`config.mk`:
```
export PLATFORM = sky130hd
export DESIGN_NAME = pulse_demod_mc
export DESIGN_NICKNAME = d
export VERILOG_FILES = /design/src/rtl/pulse_demod_pkg.sv /design/src/rtl/pulse_demod_chan.sv /design/src/rtl/pulse_demod_mc.sv
export SDC_FILE = /design/constraint.sdc
export NUM_CORES = 1
export LEC_CHECK = 0
export CAP_MARGIN = 10
export CORE_ASPECT_RATIO = 0.6
export CORE_MARGIN = 8
export CORE_UTILIZATION = 40
export DETAILED_ROUTE_END_ITERATION = 8
export GPL_TIMING_DRIVEN = 0
export PLACE_DENSITY = 0.55
export SETUP_SLACK_MARGIN = 0.1
export SYNTH_ARGS = -nofsm -noshare
export SYNTH_HDL_FRONTEND = slang
export SYNTH_SLANG_ARGS = --single-unit
```
`constraint.sdc`:
```
create_clock -name clk -period 3.75 [get_ports clk]
set_input_delay 0.75 -clock clk [delete_from_list [all_inputs] [get_ports clk]]
set_output_delay 0.75 -clock clk [all_outputs]
set_load 0.005 [all_outputs]
```
`src/rtl/pulse_demod_pkg.sv`:
```
// Shared definitions for the multi-channel pulse demodulator: channel FSM
// state encodings and the default counter width.
package pulse_demod_pkg;

   localparam int DEF_CTR_W = 16;

   typedef enum logic [1:0] {
      ST_WAIT  = 2'd0,
      ST_COUNT = 2'd1,
      ST_HOLD  = 2'd2
   } state_t;

endpackage

```
`src/rtl/pulse_demod_chan.sv`:
```
// One demodulator channel: WAIT -> COUNT (pulse) -> optional HOLD (dead time).
// Define PULSE_DEMOD_EDGE_DETECT_EN for rising-edge triggers; default is level triggers.
module pulse_demod_chan
   import pulse_demod_pkg::*;
#(
   parameter int CTR_W = DEF_CTR_W
) (
   input  logic             i_clk,
   input  logic             i_rst_n,
   input  logic             i_in,
   input  logic [CTR_W-1:0] i_pw,
   input  logic [CTR_W-1:0] i_hold,
   input  logic             i_retrig,
   input  logic             i_clr,
   output logic             o_out,
   output logic             o_ovr,
   output logic             o_busy
);

   state_t           r_state, w_state_nx;
   logic [CTR_W-1:0] r_cnt, w_cnt_nx;
   logic [CTR_W-1:0] r_width, w_width_nx;
   logic [CTR_W-1:0] r_hold, w_hold_nx;
   logic             r_ovr, w_ovr_set;
   logic             w_trig, w_pw_nz, w_cnt_end, w_hold_end;

`ifdef PULSE_DEMOD_EDGE_DETECT_EN
   // History starts high so an input held high across reset is not an edge.
   logic r_prev;
   always_ff @(posedge i_clk or negedge i_rst_n) begin
      if (!i_rst_n) r_prev <= 1'b1;
      else          r_prev <= i_in;
   end
   assign w_trig = i_in & ~r_prev;
`else
   assign w_trig = i_in;
`endif

   assign w_pw_nz    = |i_pw;
   assign w_cnt_end  = (r_cnt == r_width - CTR_W'(1));
   assign w_hold_end = (r_cnt == r_hold - CTR_W'(1));

   always_comb begin
      w_state_nx = r_state;
      w_cnt_nx   = r_cnt;
      w_width_nx = r_width;
      w_hold_nx  = r_hold;
      w_ovr_set  = 1'b0;
      unique case (r_state)
         ST_WAIT: begin
            if (w_trig && w_pw_nz) begin
               w_state_nx = ST_COUNT;
               w_cnt_nx   = '0;
               w_width_nx = i_pw;
               w_hold_nx  = i_hold;
            end
         end
         ST_COUNT: begin
            // A retrigger that would latch a zero width cannot restart; it is lost.
            if (w_trig && i_retrig && w_pw_nz) begin
               w_cnt_nx   = '0;
               w_width_nx = i_pw;
            end else begin
               w_ovr_set = w_trig;
               if (w_cnt_end) begin
                  w_cnt_nx   = '0;
                  w_state_nx = (r_hold == '0) ? ST_WAIT : ST_HOLD;
               end else begin
                  w_cnt_nx = r_cnt + CTR_W'(1);
               end
            end
         end
         ST_HOLD: begin
            w_ovr_set = w_trig;
            if (w_hold_end) begin
               w_cnt_nx   = '0;
               w_state_nx = ST_WAIT;
            end else begin
               w_cnt_nx = r_cnt + CTR_W'(1);
            end
         end
         default: w_state_nx = ST_WAIT;
      endcase
   end

   always_ff @(posedge i_clk or negedge i_rst_n) begin
      if (!i_rst_n) begin
         r_state <= ST_WAIT;
         r_cnt   <= '0;
         r_width <= '0;
         r_hold  <= '0;
         r_ovr   <= 1'b0;
      end else begin
         r_state <= w_state_nx;
         r_cnt   <= w_cnt_nx;
         r_width <= w_width_nx;
         r_hold  <= w_hold_nx;
         r_ovr   <= w_ovr_set | (r_ovr & ~i_clr);
      end
   end

   assign o_out  = (r_state == ST_COUNT);
   assign o_busy = (r_state != ST_WAIT);
   assign o_ovr  = r_ovr;

endmodule

```
`src/rtl/pulse_demod_mc.sv`:
```
// Multi-channel pulse demodulator top: CHANNELS independent channels sharing
// width/holdoff settings. Trigger mode selected by PULSE_DEMOD_EDGE_DETECT_EN.
module pulse_demod_mc
   import pulse_demod_pkg::*;
#(
   parameter int CHANNELS = 4,
   parameter int CTR_W    = DEF_CTR_W
) (
   input  logic                clk,
   input  logic                n_reset,
   input  logic [CHANNELS-1:0] in,
   input  logic [CTR_W-1:0]    pulse_width,
   input  logic [CTR_W-1:0]    holdoff,
   input  logic                retrig_en,
   input  logic [CHANNELS-1:0] overrun_clr,
   output logic [CHANNELS-1:0] out,
   output logic [CHANNELS-1:0] overrun,
   output logic                busy
);

   logic [CHANNELS-1:0] w_busy;

   for (genvar g = 0; g < CHANNELS; g++) begin : g_chan
      pulse_demod_chan #(.CTR_W(CTR_W)) u_chan (
         .i_clk    (clk),
         .i_rst_n  (n_reset),
         .i_in     (in[g]),
         .i_pw     (pulse_width),
         .i_hold   (holdoff),
         .i_retrig (retrig_en),
         .i_clr    (overrun_clr[g]),
         .o_out    (out[g]),
         .o_ovr    (overrun[g]),
         .o_busy   (w_busy[g])
      );
   end

   assign busy = |w_busy;

endmodule
```
======== Yosys cells after proc, flatten, opt, wreduce, memory -nomap -nowiden ========
Index checks and enable logic that the tools add are counted.
storage, ports and cells
  flip-flop bits (word level) ............. 204
  output and inout port bits .............. 9
  bits of input ports ..................... 43
  logic and storage cells ................. 194
operators by class
  bitwise gates (word level) .............. 12
  equality and inequality tests ........... 36
  reductions and logical operators ........ 50
  $add $sub $neg .......................... 12
  mux-type cells .......................... 64
operators with widths
  operator                                                count
  two-way mux 16 bit                                      24
  case mux 16 bit (3 select lines)                        4
  equality test 16 bit                                    8
  case mux 16 bit (2 select lines)                        4
  subtractor 16 x 1 -> 16 bit (second input constant)     8
  adder 16 x 1 -> 16 bit (second input constant)          4
  logical NOT 16 bit                                      4
  two-way mux 2 bit                                       20
  inequality test 2 bit (second input constant)           12
  case mux 2 bit (3 select lines)                         4
  inequality test 2 x 1 -> 1 bit (second input constant)  8
  AND reduction 2 bit                                     8
  AND reduction 4 bit                                     4
  nonzero test 2 bit                                      8
  OR reduction 16 bit                                     1
  logical AND 1 bit                                       12
  AND reduction 3 bit                                     4
  nonzero test 3 bit                                      4
  equality test 2 x 1 -> 1 bit (second input constant)    4
  equality test 2 bit (second input constant)             4
  logical NOT 2 bit                                       4
  case mux 1 bit (2 select lines)                         4
  AND 1 bit                                               4
  two-way mux 1 bit                                       4
  other kinds (3)                                         9

======== Depth between registers and ports, before layout ========
Gate-level depths: netlist of run 1.
  word-level depth ........................ 5
  gate-level depth with buffers ........... 11
  gate-level depth less buffers ........... 10

======== Modules after synthesis ========
A second synthesis of run 1 with hierarchy kept.
second synthesis, totals
  cells, all modules ...................... 1458
  area, all modules ....................... 14059.7 um2
modules (own cells, without submodules)
  module                                    cells an instance  area an instance (um2)  seq. area each (um2)  instances
  pulse_demod_chan at g_chan[0].u_chan ...  355                3509.6                  1276.2                2
  pulse_demod_chan at g_chan[2].u_chan      374                3572.2                  1276.2                1
  pulse_demod_chan at g_chan[3].u_chan      373                3460.8                  1276.2                1
  pulse_demod_mc                            1                  7.5                     0.0                   1

======== Least setup slack after synthesis of run 1 ========
Ideal clock, no wire load.
  kind .................................... reg-to-reg
  start point ............................. register g_chan[1].u_chan.r_width[2]
  end point ............................... register g_chan[1].u_chan.r_cnt[11]
  cell stages (with the launch flop) ...... 10
  setup slack ............................. 0.692 ns
  path buffers ............................ 1
  data arrival time ....................... 2.908 ns
  period minus slack after synthesis ...... 3.058 ns
  setup time .............................. 0.150 ns
  path through ............................ dfrtp_1 -> or3_1 -> clkbuf_1 -> nor3b_2 -> mux2_2 -> a21o_1 -> a2111oi_0 -> a31oi_1 -> o21ai_1 -> o221ai_1
between the ends
  word-level cells in the longest chain between the ends .. 5
ends and longest elaborated chain
  item                              line                    RTL
  from (decl)                       pulse_demod_chan.sv:22  logic [CTR_W-1:0] r_width, w_width_nx;
  from (signal assigned)            pulse_demod_chan.sv:96  r_width <= w_width_nx;
  subtractor 16 x 1 -> 16 bit       pulse_demod_chan.sv:40  assign w_cnt_end = (r_cnt == r_width - CTR_W'(1));
  equality test 16 bit              pulse_demod_chan.sv:40
  two-way mux 16 bit                pulse_demod_chan.sv:65  if (w_cnt_end) begin
  two-way mux 16 bit                pulse_demod_chan.sv:60  if (w_trig && i_retrig && w_pw_nz) begin
  case mux 16 bit (3 select lines)  pulse_demod_chan.sv:49  unique case (r_state)
  to (signal assigned)              pulse_demod_chan.sv:95  r_cnt <= w_cnt_nx;
  to (decl)                         pulse_demod_chan.sv:21  logic [CTR_W-1:0] r_cnt, w_cnt_nx;
Every way passes these cells.
A chain may end at the register's enable or synchronous reset.

======== Worst setup path in the final report of run 1 ========
  start point ............................. register g_chan[3].u_chan.r_hold[2]
  end point ............................... register g_chan[3].u_chan.r_cnt[5]
between the ends
  word-level cells in the longest chain between the ends .. 4
ends and longest elaborated chain
  item                              line                    RTL
  from (decl)                       pulse_demod_chan.sv:23  logic [CTR_W-1:0] r_hold, w_hold_nx;
  from (signal assigned)            pulse_demod_chan.sv:97  r_hold <= w_hold_nx;
  subtractor 16 x 1 -> 16 bit       pulse_demod_chan.sv:41  assign w_hold_end = (r_cnt == r_hold - CTR_W'(1));
  equality test 16 bit              pulse_demod_chan.sv:41
  two-way mux 16 bit                pulse_demod_chan.sv:75  if (w_hold_end) begin
  case mux 16 bit (3 select lines)  pulse_demod_chan.sv:49
  to (signal assigned)              pulse_demod_chan.sv:95
  to (decl)                         pulse_demod_chan.sv:21
Every way passes these cells.

==> results.json, run 1 <==
{
  "yosysUniqueCellTypes": 81,
  "yosysTopAreaCell": "dfrtp_1",
  "relSlewSlack": 0.3244,
  "dr.pass1.iters": 5,
  "max_freq_ghz": 0.2845,
  "track_usage": 0.2099,
  "cts_buffers": 23,
  "maxSlewViolCount": 0,
  "layout_min_cycle_time_ns": 3.515,
  "fin_nets": 1663,
  "crit_family": "compound AO/OA/AOI/OAI gates",
  "ys_ff_latch": 204,
  "avgViaCountPerCell": 5.990,
  "crit_fanout": 10,
  "ant_nets": 0,
  "startpoint_type": "flip-flop",
  "power_mw": 6.304,
  "layout_commonest_cell": "dfrtp_1",
  "path_cells": "or4_4 -> or3_1 -> a2111oi_1 -> nand4_1 -> o41ai_4 -> o21a_2 -> buf_4 -> nor3_1 -> a221o_1",
  "worstHoldPathType": "in -> async",
  "powerDensity_nw_per_um2": 393.4,
  "dp_hpwl_um": 34600,
  "overflow": 0,
  "grt_max_degree": 111,
  "crit_slowest_cell": "or4_4",
  "setup_slack_ns": 0.2348,
  "cts.sink_count": 204,
  "post-route-util": 0.4593,
  "die_h_um": 161.6,
  "io_pins": 52,
  "syn_area_um2": 14120,
  "synth.top_cells.by_area": "dfrtp_1 (36%), mux2_2 (9.6%), xnor2_1 (6.3%)",
  "async_reset_ff_frac": 1.000,
  "die_area_um2": 41780,
  "crit_buf_inv": 1,
  "r2r_start": "g_chan[3].u_chan.r_hold[2]",
  "dpl_worst_slack_ns": -0.7871,
  "syn_area_per_cell_um2": 9.329,
  "syn_nets": 1585,
  "synth_enable_flop_cells": 0,
  "drtIter0Drc": 1201,
  "cp-startpoint": "g_chan[3].u_chan.r_hold[2]",
  "dpl_cell_area_um2": 15240,
  "netlist_instances": 1514,
  "clk_pin_slew_worst_paths_ns": 0.06,
  "drc": 0,
  "required_ns": 4.15,
  "die_x_um": 258.6,
  "hold_violations": 0,
  "layout-area-overhead-vs-synth_pct": 13.43,
  "routedWlPerCell_um": 21.71,
  "status": "finished clean",
  "diodes": 0,
  "clockRootBuffer": "clkbuf_16",
  "num_vias": 12411,
  "cp.arrival_ns": 3.91,
  "drv_cap": 0,
  "critPathKind": "reg -> reg",
  "wirelength_um": 44980,
  "grt_pass1_wl_um": 69110,
  "numPortBuffers": 50,
  "worstMarginPinSlew_ns": 1.010,
  "core_area_um2": 34880,
  "yosysWarningCount": 0,
  "p_leak_nw": 6.896,
  "worstSkewPairLatency_ns": 0.53,
  "vdd_drop_max_uv": 327.8,
  "setup_viol": 0,
  "synth_top_flop_cell": "dfrtp_1",
  "fin_crit_sh": 0.9374,
  "final_cell_mix": "dfrtp_1 (204), nand2_1 (123), mux2_2 (120)",
  "fill_cells": 3423,
  "h-tree-depth": 1,
  "seq_area_frac_synth": 0.3614,
  "cts_tree": "built",
  "grt_setup_unrepaired": "no",
  "start_util": 0.4049,
  "worstSetupEndpointType": "flip-flop",
  "final_area_um2": 16020,
  "fin_tns_setup_ns": 0,
  "slowest_delay_ns": 0.54,
  "cts_hold_buf": 0,
  "final_layout_size_suffix_gt1_frac": 0.1340,
  "synth_top_cell_area_share": 0.3614,
  "place_congestion": 0.9235,
  "antenna_found_initial": 1,
  "clock_skew_ns": 0.01888,
  "clk_path_buf_depth": 3,
  "num_rows": 53,
  "grt_pass1_vias": 11154
}
## synthesized netlist by cell type (all sizes together), types with 29 or more instances
cell type	number
nand2	123
xnor2	102
nor2	65
o21ai	46
nor4	45
nand3	41
nand2b	29
nand4	30
a21oi	33
dfrtp	204
mux2	123
inv	51
nor3	59
xor2	51
clkbuf	89
## metal layers
| layer | GRT usage | vias to the layer above | part of all wire |
|---|---|---|---|
| li1 | - | 5743 | - |
| met1 | 0.3717 | 6117 | 0.56 |
| met2 | 0.2448 | 511 | 0.34 |
| met3 | 0.03817 | 40 | 0.086 |
| met4 | 0.03212 | 0 | 0.013 |
| met5 | 0 | - | 0 |
## power breakdown
part,total (mW),internal (mW),switching [mW]
registers,2.69,2.40,0.294
logic,1.49,0.675,0.812
clock network,2.12,1.19,0.930
## registers in the layout, indices dropped and copies added (netlist names)
| name | cells |
|---|---|
| g_chan.u_chan.r_state | 8 |
| g_chan.u_chan.r_hold | 64 |
| g_chan.u_chan.r_width | 64 |
| g_chan.u_chan.o_ovr | 4 |
| g_chan.u_chan.r_cnt | 64 |
## final cells by class
class / instances / area (um2) / share of cell area
Timing Repair Buffer: 53 / 548.0 / 0.03421
Buffer: 106 / 457.9 / 0.02858
Clock inverter: 8 / 70.07 / 0.004373
Tap cell: 467 / 584.3 / 0.03647
Clock buffer: 30 / 601.8 / 0.03756
Multi-Input combinational cell: 1153 / 8463 / 0.5282
Inverter: 51 / 191.4 / 0.01195
Sequential cell: 204 / 5105 / 0.3186
## worst paths after layout
path / depth (start not counted) / slack (ns) / end
max in group asynchronous: 2 / 2.49 / g_chan[3].u_chan.r_hold[1]
min reg2reg: 1 / 0.53 / g_chan[2].u_chan.r_width[15]
max: 9 / 0.23 / g_chan[3].u_chan.r_cnt[5]
max reg2reg: 9 / 0.23 / g_chan[3].u_chan.r_cnt[5]
min in group clk: 1 / 0.53 / g_chan[2].u_chan.r_width[15]
min: 1 / 0.23 / g_chan[0].u_chan.r_cnt[10]
## cell families after synthesis
group / synth area share
AND/OR/NAND/NOR: 0.2159
AO/OA/AOI/OAI: 0.1472
flip-flops: 0.3614
buffers and inverters: 0.04571
XOR/XNOR: 0.09487
multiplexers: 0.1101
adder cells (fa/ha/maj): 0.02480
## per-stage QoR
step           instances  hold WS [ns]
2_1_floorplan       1514        0.4544
3_3_place_gp        2031        0.5097
3_5_place_dp        2032        0.5203
4_1_cts             2070        0.2535
5_1_grt             2072        0.2827
6_report            2072        0.2308
## repair_timing
item | CTS | global route
setup endpoints to repair | 34 | 50
pin swaps | 0 | 1
gates resized for setup | 6 | 15
setup buffers | 0 | 2
Note: power is estimated with default switching activity, not from simulation.
==> inputs of run 2 (changes only) <==
- ABC_AREA: not set -> 1
- CORE_ASPECT_RATIO: 0.6 -> not set
- CORE_MARGIN: 8 -> 2
==> results.json, run 2 <==
{
  "status": "finished clean",
  "fin_nets": 2316,
  "track_usage": 0.2339,
  "async_reset_ff_frac": 1.000,
  "fin_crit_sh": 0.8314,
  "die_h_um": 196.4,
  "clock_skew_ns": 0.007732,
  "power_mw": 13.08,
  "cts_tree": "built",
  "pwr-share-seq": 0.306,
  "antenna_found_initial": 0,
  "dpl_worst_slack_ns": 0.1662,
  "cp.arrival_ns": 3.60,
  "required_ns": 4.24,
  "grt_max_degree": 90,
  "critPathKind": "in -> reg",
  "path_cells": "clkdlybuf4s50_1 -> inv_1 -> nand4_1 -> nor2_1 -> nand3_2 -> a21oi_1 -> nor2_1 -> nand2_1 -> inv_1 -> nand3_1 -> nand2_1",
  "p_sw_frac": 0.4650,
  "dpl_cell_area_um2": 15950,
  "synth_top_flop_cell": "dfrtp_1",
  "hold_violations": 0,
  "syn_area_um2": 14800,
  "slowest_delay_ns": 0.56,
  "fill_cells": 3740,
  "maxSlewViolCount": 0,
  "cts.sink_count": 204,
  "layout_min_cycle_time_ns": 3.118,
  "worstMarginPinSlew_ns": 0.6998,
  "powerDensity_nw_per_um2": 774.1,
  "crit_buf_inv": 3,
  "synth.top_cells.by_area": "dfrtp_1 (34%), nand2_1 (18%), inv_1 (6.4%)",
  "vdd_drop_max_uv": 432.6,
  "synth_compound_area_frac": 0.07836,
  "fin_tns_setup_ns": 0,
  "start_util": 0.4053,
  "r2r_setup_slack_ns": 1.33,
  "h-tree-depth": 1,
  "drc": 0,
  "reg_top3": "g_chan.u_chan.r_cnt x64, g_chan.u_chan.r_hold x64, g_chan.u_chan.r_width x64",
  "final_cell_mix": "nand2_1 (699), inv_1 (251), nor2_1 (214)",
  "numPortBuffers": 50,
  "relSlewSlack": 0.5318,
  "overflow": 0,
  "clockRootBuffer": "clkbuf_16",
  "yosysWarningCount": 0,
  "crit_fanout": 9,
  "grt_pass1_wl_um": 70830,
  "synth.most_common_cell": "nand2_1",
  "post_cts_buffers": 0,
  "timing.rr.end": "g_chan[3].u_chan.r_cnt[14]",
  "syn_nets": 2236,
  "drv_cap": 0,
  "diodes": 0,
  "synthXorXnorAreaFrac": 0.08259,
  "setup_slack_ns": 0.6322,
  "setup_viol": 0,
  "dr.pass1.iters": 5,
  "netlist_instances": 2165,
  "max_freq_ghz": 0.3207,
  "post-route-util": 0.4626,
  "crit_family": "simple AND/OR/NAND/NOR gates",
  "dp_hpwl_um": 33650,
  "worstHoldPathType": "in -> async",
  "dp.cells": 2685,
  "num_rows": 70,
  "synth_top_cell_area_share": 0.3449,
  "place_congestion": 0.8839,
  "crit_slowest_cell": "nor2_1",
  "comb_power_share": 0.483,
  "p_leak_nw": 8.211,
  "avgViaCountPerCell": 4.997,
  "cts_resized": 0,
  "reg2regPathDepth": 9,
  "seq_area_frac_synth": 0.3449,
  "num_vias": 13652,
  "grt_pass1_vias": 13074,
  "yosysTopAreaCell": "dfrtp_1",
  "hold_ws_ns": 0.08829,
  "routedWlPerCell_um": 16.12,
  "synth_enable_flop_cells": 0,
  "die_x_um": 196.4,
  "power.switching_mw": 6.082,
  "drtIter0Drc": 798,
  "cts_hold_buf": 0,
  "die_area_um2": 38560,
  "core_area_um2": 36520,
  "ys_top_cells_by_count": "nand2_1 (699), inv_1 (251), nor2_1 (214)",
  "ys_ff_latch": 204,
  "worstSetupEndpointType": "flip-flop",
  "wirelength_um": 44030,
  "synth_adder_area_share": 0.02367,
  "cp.depth": 11,
  "io_pins": 52,
  "worstSkewPairLatency_ns": 0.55,
  "clkPwrFrac": 0.210,
  "clk_pin_slew_worst_paths_ns": 0.06,
  "final_layout_size_suffix_gt1_frac": 0.09364,
  "layout_commonest_cell": "nand2_1",
  "synth_mux_area_frac": 0,
  "yosys.area_share.simple": 0.3792,
  "cts_buffers": 26,
  "grt_setup_unrepaired": "no",
  "startpoint_type": "input port",
  "final_cells": 2732,
  "synth_top_family_by_area": "simple AND/OR/NAND/NOR gates",
  "yosysUniqueCellTypes": 50,
  "p_int_mw": 6.996,
  "ant_nets": 0,
  "layout-area-overhead-vs-synth_pct": 14.13,
  "clk_path_buf_depth": 3,
  "final_area_um2": 16890,
  "syn_area_per_cell_um2": 6.837,
  "r2r_start": "g_chan[3].u_chan.r_state[0]"
}
## run 2: cell count changes after synthesis, moves of 29 or more
cell	change
nor3_1	-48
clkbuf_1	-69
inv_1	+200
nor2_2	+34
xor2_1	+31
nand3_1	+125
xnor2_1	-47
mux2_2	-120
o21ai_0	+123
nor2_1	+150
nand2b_1	-29
nand2_1	+576
nor4_1	-40
## run 2: power groups by stage
| stage | clock network, mW | logic [mW] | registers (mW) |
|---|---|---|---|
| floorplan | 0 | 4.92 | 3.68 |
| global placement | 0 | 6.19 | 4.03 |
| detailed placement | 0 | 6.31 | 4.03 |
| CTS | 2.81 | 6.34 | 4.01 |
| global route | 2.91 | 7.28 | 4.14 |
| finish | 2.75 | 6.32 | 4.01 |
## run 2: how the worst max path moves through the flow
stage	from	to	slack, ns
after global placement	n_reset	g_chan[1].u_chan.r_cnt[14]	-7.26
after CTS	pulse_width[2]	g_chan[0].u_chan.r_cnt[11]	0.75
after detailed placement	pulse_width[2]	g_chan[0].u_chan.r_cnt[11]	0.17
after global routing	pulse_width[2]	g_chan[0].u_chan.r_cnt[10]	0.54
final	pulse_width[2]	g_chan[0].u_chan.r_cnt[10]	0.63
after floorplan	pulse_width[9]	g_chan[3].u_chan.r_width[0]	1.65
## run 2: cell families after synthesis
family / count (synthesis)
buffers and inverters: 331
AND/OR/NAND/NOR: 1251
AO/OA/AOI/OAI: 213
flip-flops: 204
XOR/XNOR: 138
adder cells (fa/ha/maj): 28
## run 2: metal layers
| metal | global-route usage | routed length (um) | up-vias | share of wire |
|---|---|---|---|---|
| li1 | - | - | 6955 | - |
| met1 | 0.3171 | 20740 | 6412 | 0.47 |
| met2 | 0.3814 | 20000 | 211 | 0.45 |
| met3 | 0.03046 | 1679 | 74 | 0.038 |
| met4 | 0.08895 | 1610 | 0 | 0.037 |
| met5 | 0 | 0 | - | 0 |
## run 2: cell type report
type | count | area, um2 | area share
sequential | 204 | 5105 | 0.3022
clock inverter | 14 | 187.7 | 0.01111
buffer | 63 | 345.3 | 0.02044
timing repair buffer | 52 | 560.5 | 0.03318
tap | 468 | 585.6 | 0.03466
clock buffer | 33 | 758.2 | 0.04488
inverter | 268 | 1006 | 0.05955
multi-input combinational | 1630 | 8346 | 0.4940
